### config.mk
export PLATFORM = sky130hd
export DESIGN_NAME = decoder_nto2n_seq
export DESIGN_NICKNAME = d
export VERILOG_FILES = /design/src/rtl/decoder_pkg.sv /design/src/rtl/decoder_nto2n_seq_dwell_timer.sv /design/src/rtl/decoder_nto2n_seq.sv
export SDC_FILE = /design/constraint.sdc
export NUM_CORES = 1
export LEC_CHECK = 0
export ABC_AREA = 1
export CAP_MARGIN = 20
export CORE_ASPECT_RATIO = 0.8
export CORE_MARGIN = 5
export CORE_UTILIZATION = 45
export CTS_BUF_LIST = sky130_fd_sc_hd__clkbuf_8 sky130_fd_sc_hd__clkbuf_16
export DETAILED_ROUTE_END_ITERATION = 8
export PLACE_DENSITY = 0.75
export RECOVER_POWER = 100
export SLEW_MARGIN = 40
export SYNTH_ARGS = -nofsm -noshare
export SYNTH_HDL_FRONTEND = slang
export SYNTH_SLANG_ARGS = --single-unit
### constraint.sdc
create_clock -name clk -period 1.4 [get_ports clk]
set_input_delay 0.28 -clock clk [delete_from_list [all_inputs] [get_ports clk]]
set_output_delay 0.28 -clock clk [all_outputs]
set_load 0.02 [all_outputs]
### src/rtl/decoder_pkg.sv
// decoder_pkg: FSM state encoding and MODE constants shared by decoder_nto2n_seq.
package decoder_pkg;
  typedef enum logic [1:0] {IDLE, DECODE, SCAN} state_t;
  localparam logic MODE_DECODE = 1'b0;
  localparam logic MODE_SCAN = 1'b1;
endpackage

### src/rtl/decoder_nto2n_seq_dwell_timer.sv
// dwell_timer: loadable down-counter; expire is high while the count sits at zero.
module dwell_timer #(
  parameter int W = 4
) (
  input  logic         clk,
  input  logic         rst_n,
  input  logic         load,
  input  logic         tick,
  input  logic [W-1:0] load_val,
  output logic         expire
);
  logic [W-1:0] cnt_q, cnt_d;
  always_comb cnt_d = load ? load_val : tick ? cnt_q - 1'b1 : cnt_q;
  always_ff @(posedge clk)
    if (!rst_n) cnt_q <= '0;
    else cnt_q <= cnt_d;
  assign expire = (cnt_q == '0);
endmodule

### src/rtl/decoder_nto2n_seq.sv
// decoder_nto2n_seq: registered N-to-2**N decoder with a timed one-hot scan mode.
// Define DECODER_SCAN_WRAP_EN to make the scan wrap forever instead of a single sweep.
module decoder_nto2n_seq
  import decoder_pkg::*;
#(
  parameter int N = 3,
  parameter int DWELL_W = 4
) (
  input  logic              clk,
  input  logic              rst_n,
  input  logic              EN,
  input  logic              MODE,
  input  logic [N-1:0]      I,
  input  logic [DWELL_W-1:0] DWELL,
  input  logic              START,
  output logic [2**N-1:0]   D,
  output logic [N-1:0]      IDX,
  output logic              BUSY,
  output logic              DONE
);
  localparam int W = 2**N;
  state_t state_q, state_d;
  logic [W-1:0] d_q, d_d;
  logic [N-1:0] idx_q, idx_d;
  logic busy_q, busy_d, done_q, done_d;
  logic load, tick, expire;
  dwell_timer #(.W(DWELL_W)) u_timer (
    .clk(clk), .rst_n(rst_n), .load(load), .tick(tick), .load_val(DWELL), .expire(expire)
  );
  // Outputs are computed for the next state so they register alongside it.
  always_comb begin
    state_d = state_q;
    d_d = '0;
    idx_d = '0;
    busy_d = 1'b0;
    done_d = 1'b0;
    load = 1'b0;
    tick = 1'b0;
    unique case (state_q)
      IDLE:
        if (EN && MODE == MODE_DECODE) begin
          state_d = DECODE;
          d_d = W'(1) << I;
          idx_d = I;
        end else if (EN && MODE == MODE_SCAN && START) begin
          state_d = SCAN;
          d_d = W'(1);
          busy_d = 1'b1;
          load = 1'b1;
        end
      DECODE:
        if (EN && MODE == MODE_DECODE) begin
          d_d = W'(1) << I;
          idx_d = I;
        end else state_d = IDLE;
      SCAN:
        if (!EN) state_d = IDLE;
        else if (!expire) begin
          tick = 1'b1;
          d_d = d_q;
          idx_d = idx_q;
          busy_d = 1'b1;
        end else if (&idx_q) begin
          done_d = 1'b1;
`ifdef DECODER_SCAN_WRAP_EN
          load = 1'b1;
          d_d = W'(1);
          busy_d = 1'b1;
`else
          state_d = IDLE;
`endif
        end else begin
          load = 1'b1;
          idx_d = idx_q + 1'b1;
          d_d = d_q << 1;
          busy_d = 1'b1;
        end
      default: state_d = IDLE;
    endcase
  end
  always_ff @(posedge clk)
    if (!rst_n) begin
      state_q <= IDLE;
      d_q <= '0;
      idx_q <= '0;
      busy_q <= 1'b0;
      done_q <= 1'b0;
    end else begin
      state_q <= state_d;
      d_q <= d_d;
      idx_q <= idx_d;
      busy_q <= busy_d;
      done_q <= done_d;
    end
  assign D = d_q;
  assign IDX = idx_q;
  assign BUSY = busy_q;
  assign DONE = done_q;
endmodule

==> impl_metrics.tcl <==
set metrics [dict create \
    netlist-cell-type-count 26 \
    status "completed" \
    clk_path_buf_depth 2 \
    ir_worst_vdd_uv 556 \
    pre_cts_ws_ns -0.285 \
    drt.antenna.violating_nets 0 \
    slew-limit-headroom_pct 82.2 \
    die_area_um2 3700 \
    io_buffers 24 \
    io_pins 25 \
    skew_ns 0.00361 \
    p_per_area_nw_per_um2 726 \
    cts_setup_buffers 0 \
    start_util_pct 47.1 \
    wirelength_um 2890 \
    wire_per_inst_um 12.0 \
    seq_area_frac_synth_pct 32.8 \
    nNetsFinal 221 \
    antenna_found_initial 0 \
    tightest_slew_ns 0.267 \
    grt_overflow_total 0 \
    placed_area_um2 1540 \
    crit_required_ns 1.60 \
    max_freq_mhz 716 \
    areaGrowthSynthToFinish_pct 39.2 \
    synth.area.top_cells "dfxtp_1 33%, nand2_1 17%, inv_1 7.1%, a21oi_2 6.8%, nand3_1 5.6%" \
    met1_usage_pct 24.0 \
    ctsRootBufferMaster "clkbuf_8" \
    gr-max-usage-layer "met2" \
    yosys.area.top_type_share_pct 32.8 \
    cp_max_fo 5 \
    die-height_um 55.4 \
    grt_use_total_pct 17.7 \
    final_common_cell "nand2_1" \
    start_kind "register" \
    ctsHoldBuffers 0 \
    leakagePower_nw 0.807 \
    syn-num-nets 182 \
    cts_made_buffers 3 \
    grt_pass1_wl_um 5150 \
    num_rows 16 \
    path_class "reg2reg" \
    slew_viol_final 0 \
    htree_levels 1 \
    routabilityCongestion 0.841 \
    core-area_um2 2460 \
    cts.sinks 19 \
    setup_viol 0 \
    grt_max_degree 14 \
    drc 0 \
    layout_common_cells "51 x nand2_1, 22 x inv_1, 17 x dfxtp_1" \
    drt_iter0_drc 50 \
    viasPerCell 4.75 \
    fp.dieW_um 66.7 \
    syn_area_um2 1160 \
    layout_setup_ws_ns 0.00238 \
    path_clk_slew_ns 0.07 \
    min_period_over_period_pct 99.8 \
    yosys_warnings 0 \
    drive_gt1_share_pct 26.3 \
    num_vias 1145 \
    yosys.area.top_type "dfxtp_1" \
    cts_tree "built" \
    met2_usage_pct 27.1 \
    syn_area_per_cell_um2 6.94 \
    reg2reg_setup_slack_ns 0.002 \
    layout_min_cycle_time_ns 1.40 \
    n_antenna_cell 0 \
    cp.arrival_ns 1.60 \
    synth-seq-cells 19 \
    synth_cells 167 \
    min_path_type "reg2reg" \
    dp_hpwl_um 2160 \
    clock_latency_ns 0.25 \
    use_met3_pct 5.68 \
    dr.pass1.iters 4 \
    grt_pass1_vias 1136 \
    hold_violations 0 \
    worst_setup_path_end_kind "register" \
    design_area_um2 1610 \
    rsz0062_at_grt "true" \
    cap_viol_max_count 0 \
]
worst max-delay path: stages (launching register included):
cell and delay (ns):
dfxtp_4 0.36, ha_4 0.16, ha_4 0.16, inv_2 0.06, nand2_4 0.08, nor2_8 0.16, nand2_4 0.07, nand2_4 0.08
nand2_1 0.05, nand3_1 0.06, nand2_1 0.05, inv_1 0.04
path summary, 6_finish.rpt:
kind,start,end,depth (start not counted)
hold / removal,D[7],D[7],2
setup reg to reg,IDX[0],u_timer.cnt_q[2],11
setup / recovery,IDX[0],u_timer.cnt_q[2],11
hold reg to reg,D[7],D[7],2
layout make-up:
type	count	area [µm²]
inverters	24	96.3
clock buffers	3	41.3
flip-flops and latches	19	385
well taps	36	45.0
repair buffers	37	345
clock inverters	1	3.75
fillers	242	850
multi-input cells	121	696
power breakdown:
| part | internal (W) | switching [W] | total (W) |
|---|---|---|---|
| Clock | 0.000195 | 0.000183 | 0.000378 |
| Combinational | 0.0000989 | 0.000122 | 0.000221 |
| Sequential | 0.000556 | 0.0000165 | 0.000572 |
| Total | 0.000850 | 0.000321 | 0.00117 |
per-layer routing:
| metal | vias up | wire [µm] | part of all wire (%) |
|---|---|---|---|
| met1 | 510 | 1350 | 47 |
| li1 | 596 | - | - |
| met4 | 0 | 14 | 0.48 |
| met5 | - | 0 | 0 |
| met3 | 2 | 215 | 7.4 |
| met2 | 37 | 1320 | 46 |
cells in the mapped netlist:
library cell   n
buf_6          1
nor2_2         1
nand3_1       13
nand3b_1       1
buf_12         1
inv_1         22
nor3_1         1
nor2_1        11
nand2_2       10
nor2_8         1
a21oi_1        4
nand4_1        1
nand2_4        3
inv_4          1
clkbuf_2       1
o21ai_1        2
ha_1           3
clkinv_2       1
o21ai_0        2
o211ai_1       1
xor2_1         1
dfxtp_1       19
a21oi_2        9
nand3_2        2
nand2_1       54
buf_2          1
flip-flops by register name, summed over array words and instances, names as in the netlist:
signal         count
D                  8
u_timer.cnt_q      4
IDX                3
state_q            2
BUSY               1
DONE               1
stage by stage:
| step | utilization [%] | hold slack, ns | std cells | power, W | setup TNS (ns) |
|---|---|---|---|---|---|
| detailed placement | 62.3 | 0.468 | 236 | 0.000802 | -3.65 |
| global placement | 62.3 | 0.462 | 236 | 0.000796 | -2.99 |
| floorplan | - | 0.441 | 167 | 0.000707 | 0 |
| global route | 65.5 | 0.504 | 241 | 0.00123 | -0.553 |
| CTS | 65.2 | 0.478 | 241 | 0.00118 | 0 |
| finish | 65.5 | 0.473 | 241 | 0.00117 | 0 |
cell families (layout without fill, tap and decap cells):
| kind of cell | after synthesis | count (layout) | synth area share (%) |
|---|---|---|---|
| simple gates | 98 | 99 | 40.6 |
| fa+ha+maj | 3 | 3 | 3.24 |
| xor+xnor | 1 | 1 | 0.756 |
| flops | 19 | 19 | 32.8 |
| compound gates | 18 | 18 | 10.9 |
| buf+inv | 28 | 65 | 11.7 |
what timing repair did:
item	4_1_cts	5_1_grt
pin swaps	1	10
setup endpoints to repair	28	16
gates resized for setup	20	4
cloned	1	0
Power figures use the tool's default switching activity.
==> edit: new RTL, config.mk and constraints unchanged <==
Remove the register `busy_q`: a continuous assignment takes its place, so the output `BUSY` follows one clock earlier.
--- a/src/rtl/decoder_nto2n_seq.sv
+++ b/src/rtl/decoder_nto2n_seq.sv
@@ -83,15 +83,15 @@
       state_q <= IDLE;
       d_q <= '0;
       idx_q <= '0;
-      busy_q <= 1'b0;
       done_q <= 1'b0;
     end else begin
       state_q <= state_d;
       d_q <= d_d;
       idx_q <= idx_d;
-      busy_q <= busy_d;
       done_q <= done_d;
     end
+
+  assign busy_q = busy_d;
   assign D = d_q;
   assign IDX = idx_q;
   assign BUSY = busy_q;
Formal check against the unedited RTL: not equivalent (Yosys sat finds a counterexample within 4 cycles, from zero or initial values and one cycle with rst_n low).
==> edit against the original RTL <==
  * The flow now finishes with violations (setup timing)
  * Setup slack got worse by 0.36 ns
  * Sequential power shrank 5.2%
  * Cell area grew 11%
  * Area after synthesis fell by 8.6%
  * Clock skew is 0.0032 ns higher
  * Sequential cell count fell by 1
  * Critical path depth fell by 1
  * Power grew 12%
  * Wire length grew 28%
  * Final cell count is 1.2% higher
  * Critical path type is now reg2out
  * Largest cell class unchanged
  * Largest power group unchanged
==> edit: results (changes against the original RTL) <==
Layout fillers 129 (-47%); via count 1295 (+13%); Slew headroom 77.81% (-4.4 points); setup violators final 14 (+14); failing checks setup timing; All-Layer GR Usage 18.11% (+0.44 points); drt first-iter violations 107 (+110%); Critical Path End BUSY; Placer Congestion 0.8213 (-2.4%); Worst Hold Path EP D[6]$_SDFFE_PN0N_; proportion of synthesized chip area in sequential cells 34.04% (+1.2 points); status finished with violations; met2 WL 1.849 mm (+40%); Metal-1 WL 1.481 mm (+10%); routed length on met3 280 um (+30%); Synth Instances 162 (-3.0%); Placed Instance Area 1536 um2 (about the same); first-pass GRT wire length 4.809 mm (-6.7%); Post-Layout Cell Count 244 (+1.2%); worst slack, placed -0.7962 ns (-0.5114 ns); placed insts 233 (-1.3%); Setup WS post-layout -0.3613 ns (-0.3637 ns); synth cell count leaders nand2_1, dfxtp_1, inv_1; Worst R2R End D[6]$_SDFFE_PN0N_; Crit Path Class reg2out; Synth Net Count 177 (-2.7%); clk_skew 0.006794 ns (+0.003188 ns); vias in the first global route 1075 (-5.4%); pin count of the biggest net entering global routing 17 (+3); Arr. time, crit path 1.48 ns (-0.12 ns); min-delay src D[6]$_SDFFE_PN0N_
edit: cell count changes in the layout (fill, tap and decap cells not counted), moves of 4 or more:
cell,delta
buf_4,+15
inv_1,-9
a21oi_1,+5
a21oi_2,-5
buf_6,+4
nand2_2,-4
edit: layout make-up:
class	instances	area, um2	area share, %
clock buffers	4	55.05	3.068
flip-flops and latches	18	369.1	20.57
multi-input cells	121	719.4	40.10
inverters	20	90.09	5.021
well taps	25	31.28	1.743
repair buffers	55	518.0	28.87
repair inverters	1	11.26	0.6276
edit: timing repair:
action | 4_1_cts | 5_1_grt
gates resized for setup | 21 | 40
buffers inserted | 1 | 5
cloned | 0 | 3
endpoints found under the hold margin | 0 | 0
pin swaps | 3 | 8
endpoints found under the setup margin | 28 | 17
edit: per-layer routing:
metal	up-vias	GRT usage, %
met3	14	4.034
met5	-	0
met1	595	24.71
met2	61	28.26
met4	0	5.763
li1	625	-
edit: kinds of logic (layout without fill, tap and decap cells):
family | after synthesis | after routing | share of synthesized area (%)
AOI/OAI and AO/OA | 20 | 20 | 9.693
xor gates and xnor gates | 1 | 1 | 0.8276
buffers and inverters | 23 | 80 | 9.575
DFF | 18 | 18 | 34.04
and+or+nand+nor | 97 | 97 | 42.32
adders and majority gates | 3 | 3 | 3.546
edit: report_power, final:
group          internal [W]  switching [W]  total (W)
logic              0.000154       0.000172   0.000326
clock network      0.000250       0.000195   0.000445
registers          0.000527      0.0000155   0.000542
edit: stage by stage:
step	hold WS, ns	setup TNS (ns)
final	0.4888	-1.215
after floorplan	0.4150	-0.1860
after global routing	0.4948	-2.340
after CTS	0.4783	-2.513
after detailed placement	0.4707	-6.745
after global placement	0.4531	-5.920
